`src/rtl/adc_snap_ctrl.sv`:
```
// Snapshot capture sequencer: software arms a capture, a trigger starts it, and
// 2^ADDR_W valid ADC samples are written to BRAM before completion is reported.
module adc_snap_ctrl #(
   parameter int unsigned ADDR_W = 10,
   parameter int unsigned DATA_W = 32
) (
   input  logic              user_clk,
   input  logic              user_rst,
   input  logic [31:0]       ctrl,
   input  logic [DATA_W-1:0] din,
   input  logic              din_valid,
   input  logic              trig_in,
   output logic [ADDR_W-1:0] bram_addr,
   output logic [DATA_W-1:0] bram_data,
   output logic              bram_we,
   output logic [31:0]       status,
   output logic              done
);

   localparam int unsigned      CNT_W    = ADDR_W + 1;
   localparam logic [CNT_W-1:0] LAST_IDX = {1'b0, {ADDR_W{1'b1}}};

   typedef enum logic [1:0] {
      S_IDLE    = 2'd0,
      S_ARMED   = 2'd1,
      S_CAPTURE = 2'd2,
      S_DONE    = 2'd3
   } state_e;

   state_e            state_q, state_d;
   logic [CNT_W-1:0]  count_q, count_d;
   logic              trig_seen_q, trig_seen_d;
   logic              ctrl0_q;
   logic [ADDR_W-1:0] addr_q, addr_d;
   logic [DATA_W-1:0] data_q, data_d;
   logic              we_q, we_d;
   logic [31:0]       status_q, status_d;
   logic              done_q, done_d;

   logic arm_edge;
   logic trig_sel;
   logic abort;
   logic unused_ctrl;

   assign arm_edge    = ctrl[0] & ~ctrl0_q;
   assign trig_sel    = ctrl[1];
   assign abort       = ctrl[2];
   assign unused_ctrl = ^ctrl[31:3];

   always_ff @(posedge user_clk or posedge user_rst) begin
      if (user_rst) begin
         state_q     <= S_IDLE;
         count_q     <= '0;
         trig_seen_q <= 1'b0;
         ctrl0_q     <= 1'b0;
         addr_q      <= '0;
         data_q      <= '0;
         we_q        <= 1'b0;
         status_q    <= '0;
         done_q      <= 1'b0;
      end else begin
         state_q     <= state_d;
         count_q     <= count_d;
         trig_seen_q <= trig_seen_d;
         ctrl0_q     <= ctrl[0];
         addr_q      <= addr_d;
         data_q      <= data_d;
         we_q        <= we_d;
         status_q    <= status_d;
         done_q      <= done_d;
      end
   end

   // Next-state and BRAM write generation; abort overrides everything else.
   always_comb begin
      state_d     = state_q;
      count_d     = count_q;
      trig_seen_d = trig_seen_q;
      addr_d      = addr_q;
      data_d      = data_q;
      we_d        = 1'b0;

      if (abort) begin
         state_d = S_IDLE;
      end else begin
         unique case (state_q)
            S_IDLE, S_DONE: begin
               if (arm_edge) begin
                  state_d     = S_ARMED;
                  count_d     = '0;
                  trig_seen_d = 1'b0;
               end
            end
            S_ARMED: begin
               if (!trig_sel) begin
                  state_d = S_CAPTURE;
               end else if (trig_in) begin
                  state_d     = S_CAPTURE;
                  trig_seen_d = 1'b1;
               end
            end
            S_CAPTURE: begin
               if (din_valid) begin
                  we_d    = 1'b1;
                  addr_d  = count_q[ADDR_W-1:0];
                  data_d  = din;
                  count_d = count_q + CNT_W'(1);
                  if (count_q == LAST_IDX) begin
                     state_d = S_DONE;
                  end
               end
            end
            default: state_d = S_IDLE;
         endcase
      end
   end

   // Status word mirrors the registered state one cycle later.
   always_comb begin
      status_d             = '0;
      status_d[31]         = (state_q == S_DONE);
      status_d[30]         = (state_q == S_ARMED) || (state_q == S_CAPTURE);
      status_d[29]         = trig_seen_q;
      status_d[ADDR_W:0]   = count_q;
      done_d               = (state_q == S_DONE);
   end

   assign bram_addr = addr_q;
   assign bram_data = data_q;
   assign bram_we   = we_q;
   assign status    = status_q;
   assign done      = done_q;

endmodule
```
`config.mk`:
```
export PLATFORM = sky130hd
export DESIGN_NAME = adc_snap_ctrl
export DESIGN_NICKNAME = d
export VERILOG_FILES = /design/src/rtl/adc_snap_ctrl.sv
export SDC_FILE = /design/constraint.sdc
export NUM_CORES = 1
export LEC_CHECK = 0
export ABC_AREA = 0
export CORE_MARGIN = 2
export CORE_UTILIZATION = 45
export CTS_CLUSTER_SIZE = 24
export DETAILED_ROUTE_END_ITERATION = 8
export DONT_BUFFER_PORTS = 1
export PLACE_DENSITY_LB_ADDON = 0.25
export SLEW_MARGIN = 20
export SYNTH_ARGS = -nofsm -noshare
export SYNTH_HDL_FRONTEND = slang
export SYNTH_SLANG_ARGS = --single-unit
```
`constraint.sdc`:
```
create_clock -name user_clk -period 3.3 [get_ports user_clk]
set_input_delay 0.99 -clock user_clk [delete_from_list [all_inputs] [get_ports user_clk]]
set_output_delay 0.99 -clock user_clk [all_outputs]
set_load 0.005 [all_outputs]
```
### Word level (Yosys, flattened, before mapping)

Index checks and enable logic that the tools add are counted.

| storage, ports and cells | value |
|---|---|
| bits in registers | 73 |
| bits in latches | 0 |
| RAM bits | 0 |
| bits in read-only memories | 0 |
| bits of input ports | 68 |
| output and inout port bits | 76 |
| logic and storage cells | 51 |
| memories | 0 |

| cells by class | value |
|---|---|
| $add $sub $neg | 1 |
| $mul | 0 |
| divide/modulo/power cells | 0 |
| $lt $le $gt $ge | 0 |
| equality and inequality tests | 12 |
| shift operators | 0 |
| multiplexer cells | 17 |
| bitwise operators | 3 |
| reductions and logical operators | 9 |

Operators with widths:

| kind | count |
|---|---|
| two-way mux 11 bit | 2 |
| case mux 11 bit (2 select lines) | 1 |
| two-way mux 2 bit | 6 |
| adder 11 x 1 -> 11 bit, second input constant | 1 |
| equality test 11 x 10 -> 1 bit, second input constant | 1 |
| inequality test 3 bit, second input constant | 3 |
| inequality test 2 bit, second input constant | 4 |
| AND reduction 4 bit | 2 |
| two-way mux 1 bit | 6 |
| case mux 2 bit (3 select lines) | 1 |
| AND reduction 5 bit | 1 |
| equality test 2 bit, second input constant | 2 |
| inequality test 4 bit, second input constant | 1 |
| nonzero test 2 bit | 2 |
| AND reduction 3 bit | 1 |
| equality test 2 x 1 -> 1 bit, second input constant | 1 |
| logical NOT 2 bit | 1 |
| NOT 1 bit | 2 |
| case mux 1 bit (2 select lines) | 1 |
| OR reduction 2 bit | 1 |
| AND 1 bit | 1 |
| logical OR 1 bit | 1 |

### Depth between registers and ports, before layout

Gate-level depths: netlist of run 1.

| logic depth | value |
|---|---|
| word-level depth | 5 |
| mapped depth | 10 |
| mapped depth without buffers | 7 |

### Worst setup path after synthesis of run 1

Ideal clock, no wire load.

| timing path | value |
|---|---|
| path type | input to register |
| start point | input port ctrl[0] |
| end point | register count_q[5] |
| data arrival time | 2279 ps |
| required time | 3222 ps |
| setup slack | 944 ps |
| cell stages on the path | 5 |
| buffers on the path | 1 |
| cells stage by stage | nand2b_1 a2111o_1 buf_6 or4_1 a21oi_1 |

| between the ends | value |
|---|---|
| cells in the longest elaborated chain, start to end | 3 |

RTL lines:

| element | RTL line | text |
|---|---|---|
| from (decl) | 9 | `input logic [31:0] ctrl,` |
| AND 1 bit | 45 | `assign arm_edge = ctrl[0] & ~ctrl0_q;` |
| inequality test 2 bit (no source line) | - |  |
| AND reduction 4 bit (no source line) | - |  |
| to (signal assigned) | 63 | `count_q <= count_d;` |
| to (decl) | 31 | `logic [CNT_W-1:0] count_q, count_d;` |

Every way passes these cells.
A chain may end at the register's enable or synchronous reset.

### Worst setup path after layout of run 1

| timing path | value |
|---|---|
| start point | register state_q[0] |
| end point | register count_q[8] |

| between the ends | value |
|---|---|
| cells in the longest elaborated chain, start to end | 4 |

RTL lines:

| element | RTL line | text |
|---|---|---|
| from (decl) | 30 | `state_e state_q, state_d;` |
| from (signal assigned) | 62 | `state_q <= state_d;` |
| equality test 2 bit or logical NOT 2 bit (tied branches) | 86 | `unique case (state_q)` |
| OR reduction 2 bit | 86 |  |
| inequality test 2 bit (no source line) or nonzero test 2 bit (tied branches) | - |  |
| AND reduction 4 bit (no source line) | - |  |

Several ways; a longest one is shown, not always the timed one.

==> results.env, run 1 <==
OUTCOME='finished, final reports clean'
SYNTHMOSTINSTANTIATEDCELL='nand2_1'
FINALCRITICALPERIOD_PS=2261
CRITICAL_PATH_BUF_INV_COUNT=1
YS.FLOP_TYPE='dfrtp_1'
FINAL.SETUP_SKEW_PS=8.073
GRT_PASS1_WL_MICRONS=9032
DP_WORST_SETUP_SLACK_PS=824.0
NFILLCELLS=583
CHIPWIDTH_MICRONS=85.25
TOP_USAGE_LAYER='met2'
FINALHOLDWORSTSLACK_PS=416.0
FRACTION_OF_MET3_TRACKS_USED_BY_GLOBAL_ROUTING=0.06615
DIEHEIGHT_MICRONS=85.25
CLOCK_PATH_BUFFERS=2
POST-ROUTE-CELL-AREA_SQ_UM=3156
REMAINING_DRC_ERRORS=0
PATH_MAX_FANOUT=15
SYNTHTOPCELLSBYAREA='dfrtp_1 61%, nand2_1 14%, buf_4 4.8%'
POWER_FRAC_CLOCK=0.296
YOSYSUNIQUECELLTYPES=35
TIMING.SETUP.CRITICAL_PATH_CLASS='reg2reg'
AREA_GROWTH_SYN_TO_FIN_PCT=6.234
CP.REQUIRED_PS=3560
YOSYS_WARNINGS=0
CP_TOP_FAMILY='simple AND/OR/NAND/NOR gates'
CRITPATHARRIVALTIME_PS=2520
HOLD_PATH.CLASS='reg2reg'
NETLIST_INSTANCES=291
TRITONCTS_CLOCK_TREE='yes'
SYNTH-SEQ-AREA-SHARE=0.6066
PLACEMENTROWS=29
DR_TOTAL_VIAS=1903
CTSHOLDBUFFERS=0
SYNTH_COMMONEST_CELLS='110 x nand2_1, 72 x dfrtp_1, 19 x buf_4'
DETAILED_PLACE_HPWL_MICRONS=3659
TIMING.CRITICAL_PATH.FROM_TYPE='flop'
AVGVIACOUNTPERCELL=5.088
P_LEAK_nW=1.594
FINAL_LAYOUT_SIZE_SUFFIX_GT1_FRAC=0.07744
FINAL_HOLD_VIOL_COUNT=0
INSERTEDDIODECOUNT=0
GRT.MET1_USAGE=0.1966
PIN_COUNT=144
CTS_BUFFERS=9
SYNTH-SEQ-CELLS=72
SEQPWRFRAC=0.541
CLOCK_NETWORK_LATENCY_TO_THE_LATER_PIN_OF_THE_WORST_SKEW_PAIR_PS=350
WORST_SETUP_EP_TYPE='flop'
PLACEMENT.IO_BUFFERS=0
RSZ0062_AT_GRT='false'
WORST_PATH_CELL_TRACE='inv_1, ha_1, nor2b_4, a2111o_1, or4_1, a21oi_1'
SLEW_HEADROOM=0.3990
POWER.DENSITY_nW_PER_UM2=765.8
SYNTH-ASYNC-RESET-RATIO=1.000
SYNTH.LARGEST_AREA_CELL='dfrtp_1'
INITIAL_CORE_UTIL=0.4678
GRT_ANTENNA_BEFORE_REPAIR=0
FINAL_MIN_PERIOD_OVER_CLOCK_PERIOD=0.6851
SWITCHING_SHARE=0.3166
GRT_USE_TOTAL=0.1624
CTSHTREEMAXLEVEL=3
WIRELENGTH_MICRONS=5631
NETLIST.AREA_LEADER.SHARE=0.6066
WL_PER_CELL_MICRONS=15.06
POWER_REPORT.INTERNAL_TOTAL_W=0.001651
PSW_W=0.0007650
GRT_UTIL_MET2=0.2507
WORST_PATH_CLK_SLEW_PS=70
FINALNETCOUNT=364
SYN_AREA_SQ_UM=2970
FINAL-MAX-SLEW-VIOLATION-COUNT=0
NUMBER_OF_GLOBAL_ROUTE_VIAS_BEFORE_REPAIR=1864
POSTCTSRESIZEDCELLS=0
POSTCTSSETUPBUFFERS=0
PLACEABLECOREAREA_SQ_UM=6350
GRT_MAX_DEGREE=73
SYN_AREA_PER_CELL_SQ_UM=10.21
SETUP-VIOLATIONS-FINAL=0
CLOCK_SINK_COUNT=72
P_COMB_FRAC=0.163
CRITPATHSLOWESTCELL='a2111o_1'
WORST_IR_DROP_VDD_V=0.0004167
MAX_CLOCK_FREQ_GHz=0.4423
SYNTH_ENABLE_FLOP_CELLS=0
CTS.ROOT.BUFFER_CELL='clkbuf_8'
DRT-INITIAL-DRC-COUNT=71
DPL_CELL_AREA_SQ_UM=2949
WORST-SLEW-PIN-TRANSITION_PS=901.4
TNS_PS=0
FP.DIEAREA_SQ_UM=7267
MAX_CAP_VIOL_COUNT=0
GRT_OVERFLOW_TOTAL=0
DRTANTENNAVIOLNETS=0
DETAIL_ROUTE.FIRST_PASS.ITERATIONS=4
PLACE_CONGESTION=0.7956
SETUP_WS_PS=1039
CRITPATHMAXSTAGEDELAY_PS=570
==> area by class of cell <==
cell class | count | area (sq um) | share of cell area
sequential | 72 | 1802 | 0.5710
multi-input combinational | 198 | 1002 | 0.3176
clock buffer | 11 | 151.4 | 0.04798
tap | 77 | 96.34 | 0.03053
clock inverter | 5 | 55.05 | 0.01745
inverter | 9 | 33.78 | 0.01071
timing repair buffer | 2 | 15.01 | 0.004758
==> cells by family (layout without fill, tap and decap cells) <==
kind of cell    after synthesis  in the layout  share of synthesized area
buf+inv                      38             27                    0.07751
other cells                   1             18                   0.001262
simple gates                135            135                     0.1954
fa+ha+maj                     4              4                    0.01685
flops                        72             72                     0.6066
compound gates               34             34                    0.07582
mux                           7              7                    0.02654
==> placed cells by master (no fill, tap or decap), drive strengths merged, types with 2 or more instances in the layout <==
cell type / n
nand2b: 2
a22o: 2
buf: 2
nand4: 3
ha: 4
o22ai: 2
or4: 6
o31ai: 7
a21oi: 11
nand3b: 2
mux2: 7
conb: 18
nand3: 5
or2: 3
inv: 9
o21ai: 5
clkinv: 2
dfrtp: 72
clkinvlp: 2
nand2: 110
clkbuf: 11
==> power groups by stage <==
stage / registers, W / clock network (W) / logic, W
after floorplan: 0.00127 / 0 / 0.000360
after global placement: 0.00133 / 0 / 0.000379
after detailed placement: 0.00133 / 0 / 0.000398
after CTS: 0.00132 / 0.000740 / 0.000400
after global routing: 0.00134 / 0.000778 / 0.000471
final: 0.00131 / 0.000715 / 0.000393
==> flip-flops by register name, summed over array words and instances (netlist names) <==
name and count:
done 1, state_q 2, bram_we 1, trig_seen_q 1, ctrl0_q 1, bram_data 32
bram_addr 10, status 13, count_q 11
==> worst register-to-register path: stages, from the launching register on <==
cell and delay, ps:
dfrtp_1 380, inv_1 70, ha_1 290, nor2b_4 160, a2111o_1 570, or4_1 560
a21oi_1 150
==> final timing paths <==
kind                                         startpoint                        end  slack [ps]  cells after the start
worst max-delay path             state_q[0]$_DFFE_PP0P_     count_q[8]$_DFFE_PP0P_        1040                      6
worst min-delay path            trig_seen_q$_DFFE_PP0P_       status[29]$_DFF_PP0_         420                      0
worst max register to register   state_q[0]$_DFFE_PP0P_     count_q[8]$_DFFE_PP0P_        1040                      6
worst min register to register  trig_seen_q$_DFFE_PP0P_       status[29]$_DFF_PP0_         420                      0
max in group asynchronous                      user_rst        status[6]$_DFF_PP0_        1910                      2
min in group asynchronous                      user_rst  bram_data[29]$_DFFE_PP0P_         760                      2
==> metrics by stage <==
stage	total power, W	util	instances
floorplan	0.001633	-	308
global placement	0.001707	0.4644	358
detailed placement	0.001732	0.4644	358
CTS	0.002458	0.4969	374
global route	0.002589	0.4969	374
finish	0.002417	0.4969	374
==> layer usage <==
layer	wire length [microns]	vias to the layer above	part of all wire
li1	-	925	-
met1	2453	892	0.44
met2	2562	75	0.45
met3	494	11	0.088
met4	121	0	0.021
met5	0	-	0
Power figures use the tool's default switching activity.
==> run 2: changes to the inputs <==
--- a/config.mk
+++ b/config.mk
@@ -5,7 +5,7 @@
 export SDC_FILE = /design/constraint.sdc
 export NUM_CORES = 1
 export LEC_CHECK = 0
-export ABC_AREA = 0
+export ABC_AREA = 1
 export CORE_MARGIN = 2
 export CORE_UTILIZATION = 45
 export CTS_CLUSTER_SIZE = 24
==> constraint.sdc (replaced) <==
create_clock -name user_clk -period 1.9 [get_ports user_clk]
set_input_delay 0.57 -clock user_clk [delete_from_list [all_inputs] [get_ports user_clk]]
set_output_delay 0.57 -clock user_clk [all_outputs]
set_load 0.005 [all_outputs]
==> run 2 against run 1 <==
Setup slack lost 800 ps. Die area increased by 2.3%. First-iteration DRC count fell by 25%. Global-route usage is 0.35 points higher. Worst hold slack worse by 290 ps. Fmax up 36%. Core utilization grew 0.87 points. Non-clock buffer count up 3. Via count grew 11%. Critical path type unchanged. Largest cell class unchanged.
==> results.env, run 2 <==
FINALNETCOUNT=415  # +14%
WL_PER_CELL_MICRONS=13.93  # -7.5%
PLACEMENT.IO_BUFFERS=0  # unchanged
SYNTH-SEQ-CELLS=72  # unchanged
CTSHTREEMAXLEVEL=3  # unchanged
GRT_MAX_DEGREE=34  # -53%
FP.DIEAREA_SQ_UM=7433  # +2.3%
INITIAL_CORE_UTIL=0.4709  # +0.003158
PATH_MAX_FANOUT=33  # +18
MAX_CAP_VIOL_COUNT=0  # unchanged
SYN_AREA_SQ_UM=3042  # +2.4%
DR_TOTAL_VIAS=2105  # +11%
SYNTH-ASYNC-RESET-RATIO=1.000  # unchanged
POWER.DENSITY_nW_PER_UM2=1334  # +74%
POSTCTSSETUPBUFFERS=0  # unchanged
MAX_CLOCK_FREQ_GHz=0.6007  # +36%
CLOCK_NETWORK_LATENCY_TO_THE_LATER_PIN_OF_THE_WORST_SKEW_PAIR_PS=340  # about the same
WIRELENGTH_MICRONS=5922  # +5.2%
TRITONCTS_CLOCK_TREE='yes'
INSERTEDDIODECOUNT=0  # unchanged
AREA_GROWTH_SYN_TO_FIN_PCT=7.363
GRT_USE_TOTAL=0.1659  # +0.003489
CRITPATHARRIVALTIME_PS=1940  # -580 ps
DETAIL_ROUTE.FIRST_PASS.ITERATIONS=4  # unchanged
TNS_PS=0  # unchanged
FINAL.SETUP_SKEW_PS=6.529  # -1.544 ps
CLOCK_SINK_COUNT=72  # unchanged
CTS_BUFFERS=9  # unchanged
REMAINING_DRC_ERRORS=0  # unchanged
WORST_PATH_CLK_SLEW_PS=70  # about the same
OUTCOME='finished, final reports clean'
MOSTFREQUENTLAYOUTCELL='nand2_1'
WORST-SLEW-PIN-TRANSITION_PS=515.0  # -386.4 ps
PIN_COUNT=144  # unchanged
WORST_IR_DROP_VDD_V=0.0006250  # +50%
LARGEST_REGISTER_FFS=32  # unchanged
SYNTH-SEQ-AREA-SHARE=0.5923  # -0.01422
YOSYS_WARNINGS=0  # unchanged
NUMBER_OF_GLOBAL_ROUTE_VIAS_BEFORE_REPAIR=1967  # +5.5%
RSZ0062_AT_GRT='false'
NUMBER_OF_PLACED_INSTANCES_TAPS_INCLUDED=409  # +14%
TIMING.CRITICAL_PATH.FROM_TYPE='flop'
DRTANTENNAVIOLNETS=0  # unchanged
WORST_SETUP_EP_TYPE='flop'
CLOCK_PATH_BUFFERS=2  # unchanged
CHIPWIDTH_MICRONS=86.22  # +1.1%
GRT_PASS1_WL_MICRONS=9439  # +4.5%
SYNTH_COMMONEST_CELLS='142 x nand2_1, 72 x dfrtp_1, 24 x inv_1'
CTSHOLDBUFFERS=0  # unchanged
PLACEMENTROWS=29  # unchanged
GRT_ANTENNA_BEFORE_REPAIR=0  # unchanged
HOLD_PATH.CLASS='in2async'
FINAL_HOLD_VIOL_COUNT=0  # unchanged
DETAILED_PLACE_HPWL_MICRONS=4241  # +16%
PLACE_CONGESTION=0.8114  # +2.0%
YS.FLOP_TYPE='dfrtp_1'
SYNTHMOSTINSTANTIATEDCELL='nand2_1'
GRT_OVERFLOW_TOTAL=0  # unchanged
AVGVIACOUNTPERCELL=4.953  # -2.7%
SYN_AREA_PER_CELL_SQ_UM=8.972  # -12%
PLACEABLECOREAREA_SQ_UM=6459  # +1.7%
NFILLCELLS=636  # +9.1%
NETLIST.AREA_LEADER.SHARE=0.5923  # -0.01422
FINALCRITICALPERIOD_PS=1665  # -596.1 ps
POSTCTSRESIZEDCELLS=0  # unchanged
SETUP-VIOLATIONS-FINAL=0  # unchanged
TOTAL_POWER_W=0.004355  # +80%
P_LEAK_nW=1.709  # +7.2%
DIEHEIGHT_MICRONS=86.22  # +1.1%
STDCELL_COUNT=425  # +14%
YOSYSUNIQUECELLTYPES=21  # -40%
SYNTH.LARGEST_AREA_CELL='dfrtp_1'
SYNTHTOPCELLSBYAREA='dfrtp_1 59%, nand2_1 18%, buf_4 4.9%'
FINAL_LAYOUT_SIZE_SUFFIX_GT1_FRAC=0.08046  # +0.003019
DRT-INITIAL-DRC-COUNT=53  # -25%
UTILIZATION=0.5056  # +0.008672
FINAL-MAX-SLEW-VIOLATION-COUNT=0  # unchanged
CTS.ROOT.BUFFER_CELL='clkbuf_8'
NETLIST_INSTANCES=339  # +16%
MOST-COMMON-LAYOUT-CELLS='142 x nand2_1, 72 x dfrtp_1, 23 x inv_1'
CP.REQUIRED_PS=2180  # -1380 ps
SYNTH_ENABLE_FLOP_CELLS=0  # unchanged
TIMING.SETUP.CRITICAL_PATH_CLASS='reg2reg'
SLEW_HEADROOM=0.6559  # +0.2569
FINAL_MIN_PERIOD_OVER_CLOCK_PERIOD=0.8762  # +0.1911
-- run 2: stage by stage --
step | setup slack (ps) | area, sq um | hold WS, ps
2_1_floorplan | 474.6 | 3109 | 354.0
5_1_grt | 1.866 | 3266 | 144.2
3_3_place_gp | 231.7 | 3067 | 364.4
3_5_place_dp | 189.3 | 3067 | 376.9
6_report | 235.2 | 3266 | 128.4
4_1_cts | 176.5 | 3266 | 124.8
-- run 2: cells by family after synthesis --
logic type | count (synthesis) | synth area share
AND/OR/NAND/NOR | 180 | 0.2464
flip-flops | 72 | 0.5923
buffers and inverters | 56 | 0.09955
AO/OA/AOI/OAI | 26 | 0.04402
adder cells (fa/ha/maj) | 4 | 0.01645
other | 1 | 0.001233
-- run 2: critical path: stages, from the launching register on --
cell	delay [ps]
dfrtp_1	420
inv_1	70
ha_1	190
nand3_2	230
inv_2	460
nand2_1	130
nand2_1	90
-- run 2: path summary, 6_finish.rpt --
check                      slack (ps)                        end  cells past startpoint                     from
hold / removal                    130             done$_DFF_PP0_                      1                 user_rst
setup reg to reg                  240  bram_data[17]$_DFFE_PP0P_                      6   state_q[0]$_DFFE_PP0P_
hold reg to reg                   390       status[29]$_DFF_PP0_                      0  trig_seen_q$_DFFE_PP0P_
setup / recovery                  240  bram_data[17]$_DFFE_PP0P_                      6   state_q[0]$_DFFE_PP0P_
max in group asynchronous        1260  bram_data[14]$_DFFE_PP0P_                      2                 user_rst
min in group user_clk             260          ctrl0_q$_DFF_PP0_                      0                  ctrl[0]
-- run 2: area by class of cell --
class / count / area (sq um) / share of cell area
multi-input cells: 228 / 1001 / 0.3065
clock inverters: 3 / 40.04 / 0.01226
repair buffers: 5 / 62.56 / 0.01916
inverters: 27 / 105.1 / 0.03218
flip-flops and latches: 72 / 1802 / 0.5517
well taps: 77 / 96.34 / 0.02950
clock buffers: 13 / 158.9 / 0.04866
-- run 2: power breakdown --
part	total, W	internal [W]	switching, W
logic	0.000761	0.000283	0.000478
registers	0.00238	0.00200	0.000380
clock network	0.00121	0.000675	0.000537
-- run 2: layer usage --
layer,up-vias,share of wire,GRT usage
li1,1032,-,-
met1,986,0.43,0.2025
met2,79,0.47,0.2629
met3,8,0.086,0.06190
met4,0,0.016,0.07670
met5,-,0,0
==> run 3: changes to the inputs <==
--- a/config.mk
+++ b/config.mk
@@ -11,7 +11,6 @@
 export CTS_CLUSTER_SIZE = 24
 export DETAILED_ROUTE_END_ITERATION = 8
 export DONT_BUFFER_PORTS = 1
-export PLACE_DENSITY_LB_ADDON = 0.25
 export SLEW_MARGIN = 20
 export SYNTH_ARGS = -nofsm -noshare
 export SYNTH_HDL_FRONTEND = slang
==> run 3 against run 2 <==
First-iteration DRC count up 79%. Sequential cell count is the same. Critical path type unchanged. Highest routed layer unchanged. Register-to-register slack hardly changed. Routed wire length increased by 0.20%. Global-route usage rose by 0.25 points. Via count is 1.0% lower. Non-clock buffer count fell by 1. Cell count shrank 0.24%. Fmax down 0.29%.
==> results.env, run 3 (same netlist as run 2, synthesis figures left out) <==
TIMING.CRITICAL_PATH.FROM_TYPE='flop'
WIRELENGTH_MICRONS=5934  # +0.20%
CLOCK_NETWORK_LATENCY_TO_THE_LATER_PIN_OF_THE_WORST_SKEW_PAIR_PS=340  # about the same
REGTOREGSTARTPOINT='state_q[0]$_DFFE_PP0P_'
GRT_UTIL_MET2=0.2650  # +0.002114
MAX_CAP_VIOL_COUNT=0  # unchanged
NFILLCELLS=637  # +0.16%
WORST_PATH_CELL_TRACE='inv_1, ha_1, nand2_1, nand3_4, inv_2, nand4_1, o21ai_1'
DRTANTENNAVIOLNETS=0  # unchanged
TNS_PS=0  # unchanged
MAX_CLOCK_FREQ_GHz=0.5990  # -0.29%
TRITONCTS_CLOCK_TREE='yes'
CP_TOP_FAMILY='simple AND/OR/NAND/NOR gates'
FINALCRITICALPERIOD_PS=1670  # +4.805 ps
OUTCOME='finished, final reports clean'
CRITPATHARRIVALTIME_PS=1930  # about the same
GRT_MAX_DEGREE=53  # +56%
DETAIL_ROUTE.FIRST_PASS.ITERATIONS=4  # unchanged
P_LEAK_nW=1.695  # -0.79%
CTS_BUFFERS=9  # unchanged
PATH_MAX_FANOUT=16  # -52%
TOP_USAGE_LAYER='met2'
DETAILED_PLACE_HPWL_MICRONS=4024  # -5.1%
POWER.DENSITY_nW_PER_UM2=1316  # -1.3%
CTSHOLDBUFFERS=0  # unchanged
CRITICAL_PATH_BUF_INV_COUNT=2  # unchanged
FINALNETCOUNT=414  # -0.24%
PLACEMENT.IO_BUFFERS=0  # unchanged
DPL_CELL_AREA_SQ_UM=3059  # -0.24%
FINAL_HOLD_VIOL_COUNT=0  # unchanged
WORST-SLEW-PIN-TRANSITION_PS=542.3  # +27.24 ps
DRT-INITIAL-DRC-COUNT=95  # +79%
LARGEST_REGISTER_FFS=32  # unchanged
PLACEABLECOREAREA_SQ_UM=6459  # unchanged
GRT_OVERFLOW_TOTAL=0  # unchanged
REMAINING_DRC_ERRORS=0  # unchanged
HOLD_PATH.CLASS='in2async'
WORST_SETUP_EP_TYPE='flop'
FINAL_MIN_PERIOD_OVER_CLOCK_PERIOD=0.8787  # +0.002529
WORST_SETUP_PATH_STARTPOINT='state_q[0]$_DFFE_PP0P_'
GRT.MET1_USAGE=0.2141  # +0.01155
DR_TOTAL_VIAS=2084  # -1.0%
CTSHTREEMAXLEVEL=3  # unchanged
CP.REQUIRED_PS=2160  # -20 ps
MOST-COMMON-LAYOUT-CELLS='142 x nand2_1, 72 x dfrtp_1, 23 x inv_1'
POSTCTSRESIZEDCELLS=0  # unchanged
WORST_IR_DROP_VDD_V=0.0004879  # -22%
PLACE_CONGESTION=0.7742  # -4.6%
GRT_USE_TOTAL=0.1685  # +0.002547
GRT_PASS1_WL_MICRONS=9604  # +1.7%
DIEHEIGHT_MICRONS=86.22  # unchanged
SLEW_HEADROOM=0.6377  # -0.01819
SETUP-VIOLATIONS-FINAL=0  # unchanged
CHIPWIDTH_MICRONS=86.22  # unchanged
FINAL_LAYOUT_SIZE_SUFFIX_GT1_FRAC=0.07493  # -0.005532
GRT_ANTENNA_BEFORE_REPAIR=0  # unchanged
FINAL-MAX-SLEW-VIOLATION-COUNT=0  # unchanged
INITIAL_CORE_UTIL=0.4709  # unchanged
POST-ROUTE-CELL-AREA_SQ_UM=3239  # -0.80%
CLOCK_PATH_BUFFERS=2  # unchanged
MOSTFREQUENTLAYOUTCELL='nand2_1'
AREA_GROWTH_SYN_TO_FIN_PCT=6.499
CRITPATHSLOWESTCELL='dfrtp_1'
TIMING.SETUP.CRITICAL_PATH_CLASS='reg2reg'
AVGVIACOUNTPERCELL=4.915  # -0.76%
UTILIZATION=0.5016  # -0.004068
NUMBER_OF_GLOBAL_ROUTE_VIAS_BEFORE_REPAIR=1990  # +1.2%
RSZ0062_AT_GRT='false'
WL_PER_CELL_MICRONS=14.00  # +0.44%
CRITPATHMAXSTAGEDELAY_PS=400  # -60 ps
CLOCK_SINK_COUNT=72  # unchanged
FRACTION_OF_MET3_TRACKS_USED_BY_GLOBAL_ROUTING=0.04857  # -0.01333
FINAL.SETUP_SKEW_PS=3.816  # -2.713 ps
FP.DIEAREA_SQ_UM=7433  # unchanged
PLACEMENTROWS=29  # unchanged
CTS.ROOT.BUFFER_CELL='clkbuf_8'
PIN_COUNT=144  # unchanged
INSERTEDDIODECOUNT=0  # unchanged
POSTCTSSETUPBUFFERS=0  # unchanged
WORST_PATH_CLK_SLEW_PS=70  # about the same
==> run 3: metrics by stage <==
step	power (W)	setup slack (ps)	hold slack, ps	cells
2_1_floorplan	0.002979	474.6	354.0	356
3_5_place_dp	0.003174	230.5	366.1	408
6_report	0.004263	230.4	139.3	424
5_1_grt	0.004577	50.22	179.2	424
3_3_place_gp	0.003138	311.6	365.4	408
4_1_cts	0.004326	218.3	160.8	424
==> run 3: final cells by class <==
type                            count  area, sq um  area share
Tap cell                           77        96.34     0.02974
Sequential cell                    72         1802      0.5562
Timing Repair Buffer                4        55.05     0.01699
Multi-Input combinational cell    228         1001      0.3090
Clock buffer                       12        135.1     0.04172
Clock inverter                      4        45.04     0.01390
Inverter                           27        105.1     0.03244
==> run 3: worst paths after layout <==
check / slack (ps) / cells after the start / end
setup / recovery: 230 / 7 / count_q[3]$_DFFE_PP0P_
hold / removal: 140 / 1 / trig_seen_q$_DFFE_PP0P_
setup reg to reg: 230 / 7 / count_q[3]$_DFFE_PP0P_
hold reg to reg: 380 / 0 / status[29]$_DFF_PP0_
max in group asynchronous: 1250 / 2 / bram_data[0]$_DFFE_PP0P_
min in group user_clk: 260 / 0 / ctrl0_q$_DFF_PP0_
==> run 3: routing by layer <==
layer  vias to the layer above  part of all wire
met5                         -                 0
met4                         0             0.019
met3                        11             0.079
met2                        71              0.46
met1                       973              0.44
li1                       1029                 -
==> run 3: report_power, final <==
group / switching, W / internal [W] / total [W]
Sequential: 0.000371 / 0.00200 / 0.00237
Clock: 0.000534 / 0.000602 / 0.00114
Combinational: 0.000475 / 0.000280 / 0.000756
Total: 0.00138 / 0.00288 / 0.00426
==> run 3: worst register-to-register path: stages (launching register included) <==
cell and delay, ps:
dfrtp_1 400, inv_1 60, ha_1 340, nand2_1 170
nand3_4 140, inv_2 240, nand4_1 130, o21ai_1 110
